**src/rtl/sumador_pkg.sv**
```systemverilog
// ============================================================================
// Module      : sumador_pkg
// Description : Shared types and constants for the bit-serial adder/subtractor.
// Revision    : 1.0 - initial release
// ============================================================================
`default_nettype none

package sumador_pkg;

   typedef enum logic [1:0] {
      ST_IDLE = 2'd0,
      ST_RUN  = 2'd1,
      ST_DONE = 2'd2
   } state_t;

   // Subtraction is A + ~B + 1, so the carry flop starts at one.
   localparam logic c_SUB_CIN = 1'b1;

endpackage

`default_nettype wire

```
**src/rtl/sumador_completo_1bit.sv**
```systemverilog
// ============================================================================
// Module      : sumador_completo_1bit
// Description : Combinational one-bit full-adder slice.
// Revision    : 1.0 - initial release
// ============================================================================
`default_nettype none

module sumador_completo_1bit (
   input  logic a,
   input  logic b,
   input  logic ci,
   output logic s,
   output logic co
);

   assign s  = a ^ b ^ ci;
   assign co = (a & b) | (ci & (a ^ b));

endmodule

`default_nettype wire

```
**src/rtl/sumador_serie_n.sv**
```systemverilog
// ============================================================================
// Module      : sumador_serie_n
// Description : WIDTH-bit LSB-first serial adder/subtractor, one slice per cycle.
// Revision    : 1.0 - initial release
// ============================================================================
`default_nettype none

module sumador_serie_n
   import sumador_pkg::*;
#(
   parameter int WIDTH = 8
) (
   input  logic             clk,
   input  logic             rst_n,
   input  logic             start_valid,
   output logic             start_ready,
   input  logic [WIDTH-1:0] op_a,
   input  logic [WIDTH-1:0] op_b,
   input  logic             sub,
   input  logic             cin,
   output logic             res_valid,
   input  logic             res_ready,
   output logic [WIDTH-1:0] sum,
   output logic             cout,
   output logic             ovf,
   output logic             busy
);

   localparam int c_CNT_W = $clog2(WIDTH);

   state_t             state_q, state_d;
   logic [WIDTH-1:0]   a_sh_q, a_sh_d;
   logic [WIDTH-1:0]   b_sh_q, b_sh_d;
   logic [WIDTH-2:0]   acc_q, acc_d;
   logic               carry_q, carry_d;
   logic               msb_cin_q, msb_cin_d;
   logic [c_CNT_W-1:0] cnt_q, cnt_d;
   logic [WIDTH-1:0]   sum_q, sum_d;
   logic               cout_q, cout_d;
   logic               ovf_q, ovf_d;
   logic               w_s, w_c;

   sumador_completo_1bit u_slice (
      .a  (a_sh_q[0]),
      .b  (b_sh_q[0]),
      .ci (carry_q),
      .s  (w_s),
      .co (w_c)
   );

   always_ff @(posedge clk or negedge rst_n) begin
      if (!rst_n) begin
         state_q   <= ST_IDLE;
         a_sh_q    <= '0;
         b_sh_q    <= '0;
         acc_q     <= '0;
         carry_q   <= 1'b0;
         msb_cin_q <= 1'b0;
         cnt_q     <= '0;
         sum_q     <= '0;
         cout_q    <= 1'b0;
         ovf_q     <= 1'b0;
      end else begin
         state_q   <= state_d;
         a_sh_q    <= a_sh_d;
         b_sh_q    <= b_sh_d;
         acc_q     <= acc_d;
         carry_q   <= carry_d;
         msb_cin_q <= msb_cin_d;
         cnt_q     <= cnt_d;
         sum_q     <= sum_d;
         cout_q    <= cout_d;
         ovf_q     <= ovf_d;
      end
   end

   always_comb begin
      state_d   = state_q;
      a_sh_d    = a_sh_q;
      b_sh_d    = b_sh_q;
      acc_d     = acc_q;
      carry_d   = carry_q;
      msb_cin_d = msb_cin_q;
      cnt_d     = cnt_q;
      sum_d     = sum_q;
      cout_d    = cout_q;
      ovf_d     = ovf_q;
      case (state_q)
         ST_IDLE: begin
            if (start_valid) begin
               a_sh_d  = op_a;
               b_sh_d  = sub ? ~op_b : op_b;
               carry_d = sub ? c_SUB_CIN : cin;
               cnt_d   = '0;
               state_d = ST_RUN;
            end
         end
         ST_RUN: begin
            a_sh_d  = a_sh_q >> 1;
            b_sh_d  = b_sh_q >> 1;
            // Accumulator keeps the low WIDTH-1 sum bits; the MSB comes straight from the slice.
            acc_d   = (WIDTH-1)'({w_s, acc_q} >> 1);
            carry_d = w_c;
            cnt_d   = cnt_q + c_CNT_W'(1);
            if (cnt_q == c_CNT_W'(WIDTH-2)) begin
               msb_cin_d = w_c;
            end
            if (cnt_q == c_CNT_W'(WIDTH-1)) begin
               sum_d   = {w_s, acc_q};
               cout_d  = w_c;
               ovf_d   = msb_cin_q ^ w_c;
               state_d = ST_DONE;
            end
         end
         ST_DONE: begin
            if (res_ready) begin
               state_d = ST_IDLE;
            end
         end
         default: state_d = ST_IDLE;
      endcase
   end

   assign start_ready = (state_q == ST_IDLE);
   assign res_valid   = (state_q == ST_DONE);
   assign busy        = (state_q == ST_RUN) || (state_q == ST_DONE);
   assign sum         = sum_q;
   assign cout        = cout_q;
   assign ovf         = ovf_q;

endmodule

`default_nettype wire
```
**config.mk**
```make
export PLATFORM = sky130hd
export DESIGN_NAME = sumador_serie_n
export DESIGN_NICKNAME = d
export VERILOG_FILES = /design/src/rtl/sumador_pkg.sv /design/src/rtl/sumador_completo_1bit.sv /design/src/rtl/sumador_serie_n.sv
export SDC_FILE = /design/constraint.sdc
export NUM_CORES = 1
export LEC_CHECK = 0
export CORE_AREA = 3 3 83 85
export DETAILED_ROUTE_END_ITERATION = 8
export DIE_AREA = 0 0 86 88
export MAX_ROUTING_LAYER = met4
export PLACE_DENSITY = 0.47
export SLEW_MARGIN = 5
export SYNTH_ARGS = -nofsm -noshare
export SYNTH_HDL_FRONTEND = slang
export SYNTH_SLANG_ARGS = --single-unit
```
**constraint.sdc**
```tcl
create_clock -name clk -period 4.08 [get_ports clk]
set_input_delay 0.816 -clock clk [delete_from_list [all_inputs] [get_ports clk]]
set_output_delay 0.816 -clock clk [all_outputs]
set_load 0.05 [all_outputs]
```
==> flow_summary.toml <==
[floorplan]
start_util_pct = 29.7
dieArea_um2 = 7570
io-pin-count = 35
fp.dieW_um = 86
core_area_um2 = 6280
die_h_um = 88
num_rows = 29

[cts]
cts_buffers = 5
post_cts_resized = 0
insertion_delay_ns = 0.28
cts_sinks = 40
htree_num_levels = 2
post_cts_buffers = 0
cts.clk_slew.worst_paths_ns = 0.08
clockBufferDepth = 2
cts_hold_buf = 0
cts_tree = "built"
clock-root-buffer = "clkbuf_8"

[timing]
slew_headroom_pct = 34.8
hold_ws_ns = 0.486
tightest_slew_ns = 0.958
worst_clock_skew_ns = 0.00434
min_period_over_period_pct = 66.9
final_hold_viol_count = 0
setup_tns_ns = 0
period_minus_slack_ns = 2.73
final-setup-viol-count = 0
slew_violations = 0
rsz0062_at_grt = "false"
fmax_mhz = 366

[routing]
drtIter0Drc = 25
viasPerCell = 4.60
num_vias = 1227
first_pass_iters = 2
antenna_left = 0
drcViolationCount = 0
wl_per_cell_um = 12.6
totalWireLength_um = 3350

[yosys]
synthMuxAreaShare_pct = 19.0
synth-xor-area-share_pct = 4.23
ys_warn_count = 0
yosys-top-cells-area = "dfrtp_1 (54%), mux2_1 (10%), mux2i_1 (7.5%)"
synth-async-reset-ratio_pct = 100
synthSimpleGateAreaFrac_pct = 6.25
seq_area_frac_synth_pct = 53.8
synthAdderAreaFrac_pct = 5.11
synth.most_common_cell = "dfrtp_1"
synthesis.area_um2 = 1860
syn-instance-count = 154
synth_top_family_by_area = "multiplexers"
synth-compound-area-share_pct = 7.66
yosys.area.top_type_share_pct = 53.8
synth_fp_nets = 183
synth_common_cells = "dfrtp_1 (40), nand2_1 (23), o21ai_1 (20), mux2_1 (17), mux2i_1 (14)"
ys_ff_latch = 40
synth_ff_type = "dfrtp_1"
synth_edf_count = 0
yosys.area.top_type = "dfrtp_1"
avgSynthCellArea_um2 = 12.1
ys_types = 20

[place]
io_buffers = 34
hpwl_um = 2430
place.gp.congestion = 0.710

[power_and_ir_drop]
p_int_w = 0.00109
cellPowerDensity_nw_per_um2 = 739
power_switching_w = 0.000665
power_leakage_nw = 1.08
clkPwrFrac_pct = 19.8
swShare_pct = 37.9
pwr-share-comb_pct = 42.9
p_seq_share_pct = 37.4
peakVddDrop_uv = 255

[grt]
antenna_found_initial = 0
grt_overflow = 0
grt.total_usage_pct = 10.4
grt_max_degree = 41
grt_pass1_wl_um = 6010
grt_pass1_vias = 1330

[cells_and_area]
layout-drive-gt1-share_pct = 5.79
fin_nets = 218
areaGrowthSynthToFinish_pct = 27.4
diodes = 0

[setup_path]
worstSetupStartpoint = "state_q[0]"
endpoint_kind = "output pin"
worstSetupStartpointType = "flip-flop"
worstSetupPathType = "flip-flop to output pin"
arrival_ns = 1.92
worst_ep_required_time_ns = 3.26
crit_fanout = 4
crit-reg2reg-launch = "state_q[1]"
worstReg2RegEnd = "a_sh_q[0]"
r2r_cells = 5
timing.reg2reg.setup_slack_ns = 2.10

[hold_path]
min_from = "b_sh_q[3]"
hold_depth = 2
holdPathEnd = "b_sh_q[3]"
hp-class = "flip-flop to flip-flop"

[job]
maxCapViolCount = 0

[run_status]
status = "completed"
-- power by group through the flow --
stage	Combinational (W)	Clock [W]	Sequential (W)
3_3_place_gp	0.000739	0	0.000660
3_5_place_dp	0.000769	0	0.000668
4_1_cts	0.000769	0.000363	0.000660
6_report	0.000752	0.000347	0.000655
5_1_grt	0.000846	0.000377	0.000683
2_1_floorplan	0.000517	0	0.000732
-- registers in the layout, indices dropped and copies added, names as in the netlist, 2 cells and up --
| register | flops |
|---|---|
| a_sh_q | 8 |
| cnt_q | 3 |
| acc_q | 7 |
| b_sh_q | 8 |
| state_q | 2 |
| sum | 8 |
-- layout by cell type (no fill, tap or decap) --
master	synthesis	layout
dfrtp_1	40	40
a31oi_1	4	4
nand2_1	23	23
xor2_1	7	7
o31ai_1	1	1
buf_2	2	1
mux2_1	17	17
mux2i_1	14	14
bufinv_16	0	1
clkdlybuf4s50_1	0	33
buf_4	3	1
o21ai_1	20	20
a32o_1	1	1
xnor2_1	2	2
clkbuf_8	0	7
ha_1	6	6
nand3_1	1	1
fa_1	1	1
or3_1	1	1
inv_1	5	5
mux2i_4	1	1
nand2b_1	3	3
-- final cells by class --
type	instances	area, um^2
inverters	5	18.8
multi-input cells	102	787
flip-flops and latches	40	1000
well taps	77	96.3
repair buffers	35	343
clock buffers	7	96.3
clock inverters	1	30.0
fillers	600	3910
-- per-stage QoR --
step	setup slack (ns)	instance area (um^2)	power [W]	instances	util, %
after global routing	1.24	2370	0.00191	267	37.8
after CTS	1.31	2370	0.00179	267	37.8
final	1.35	2370	0.00175	267	37.8
after global placement	1.71	2250	0.00140	259	35.8
after detailed placement	1.65	2250	0.00144	259	35.8
after floorplan	2.22	1860	0.00125	154	-
-- metal layers --
metal,wire length [um],vias up,track usage (%),part of all wire (%)
met1,1510,594,12.0,45
met2,1620,30,17.7,48
met3,175,5,2.63,5.2
met5,0,-,-,0
li1,-,598,-,-
met4,41,0,3.88,1.2
-- cell families (layout without fill, tap and decap cells) --
group | count (synthesis) | count (layout)
flops | 40 | 40
mux | 32 | 32
simple gates | 28 | 28
compound gates | 26 | 26
buf+inv | 12 | 48
xor+xnor | 9 | 9
fa+ha+maj | 7 | 7
-- how the worst max path moves through the flow --
stage                  end  slack, ns  depth (start not counted)
6_report       start_ready       1.35                          3
3_5_place_dp   start_ready       1.65                          3
2_1_floorplan    a_sh_q[6]       2.22                          5
4_1_cts        start_ready       1.31                          3
3_3_place_gp   start_ready       1.71                          3
5_1_grt        start_ready       1.24                          3
-- worst max-delay path: stages (launching register included) --
cell and delay [ns]:
dfrtp_1 0.40, inv_1 0.09, ha_1 0.29, clkdlybuf4s50_1 0.85
Note: power is estimated with default switching activity, not from simulation.
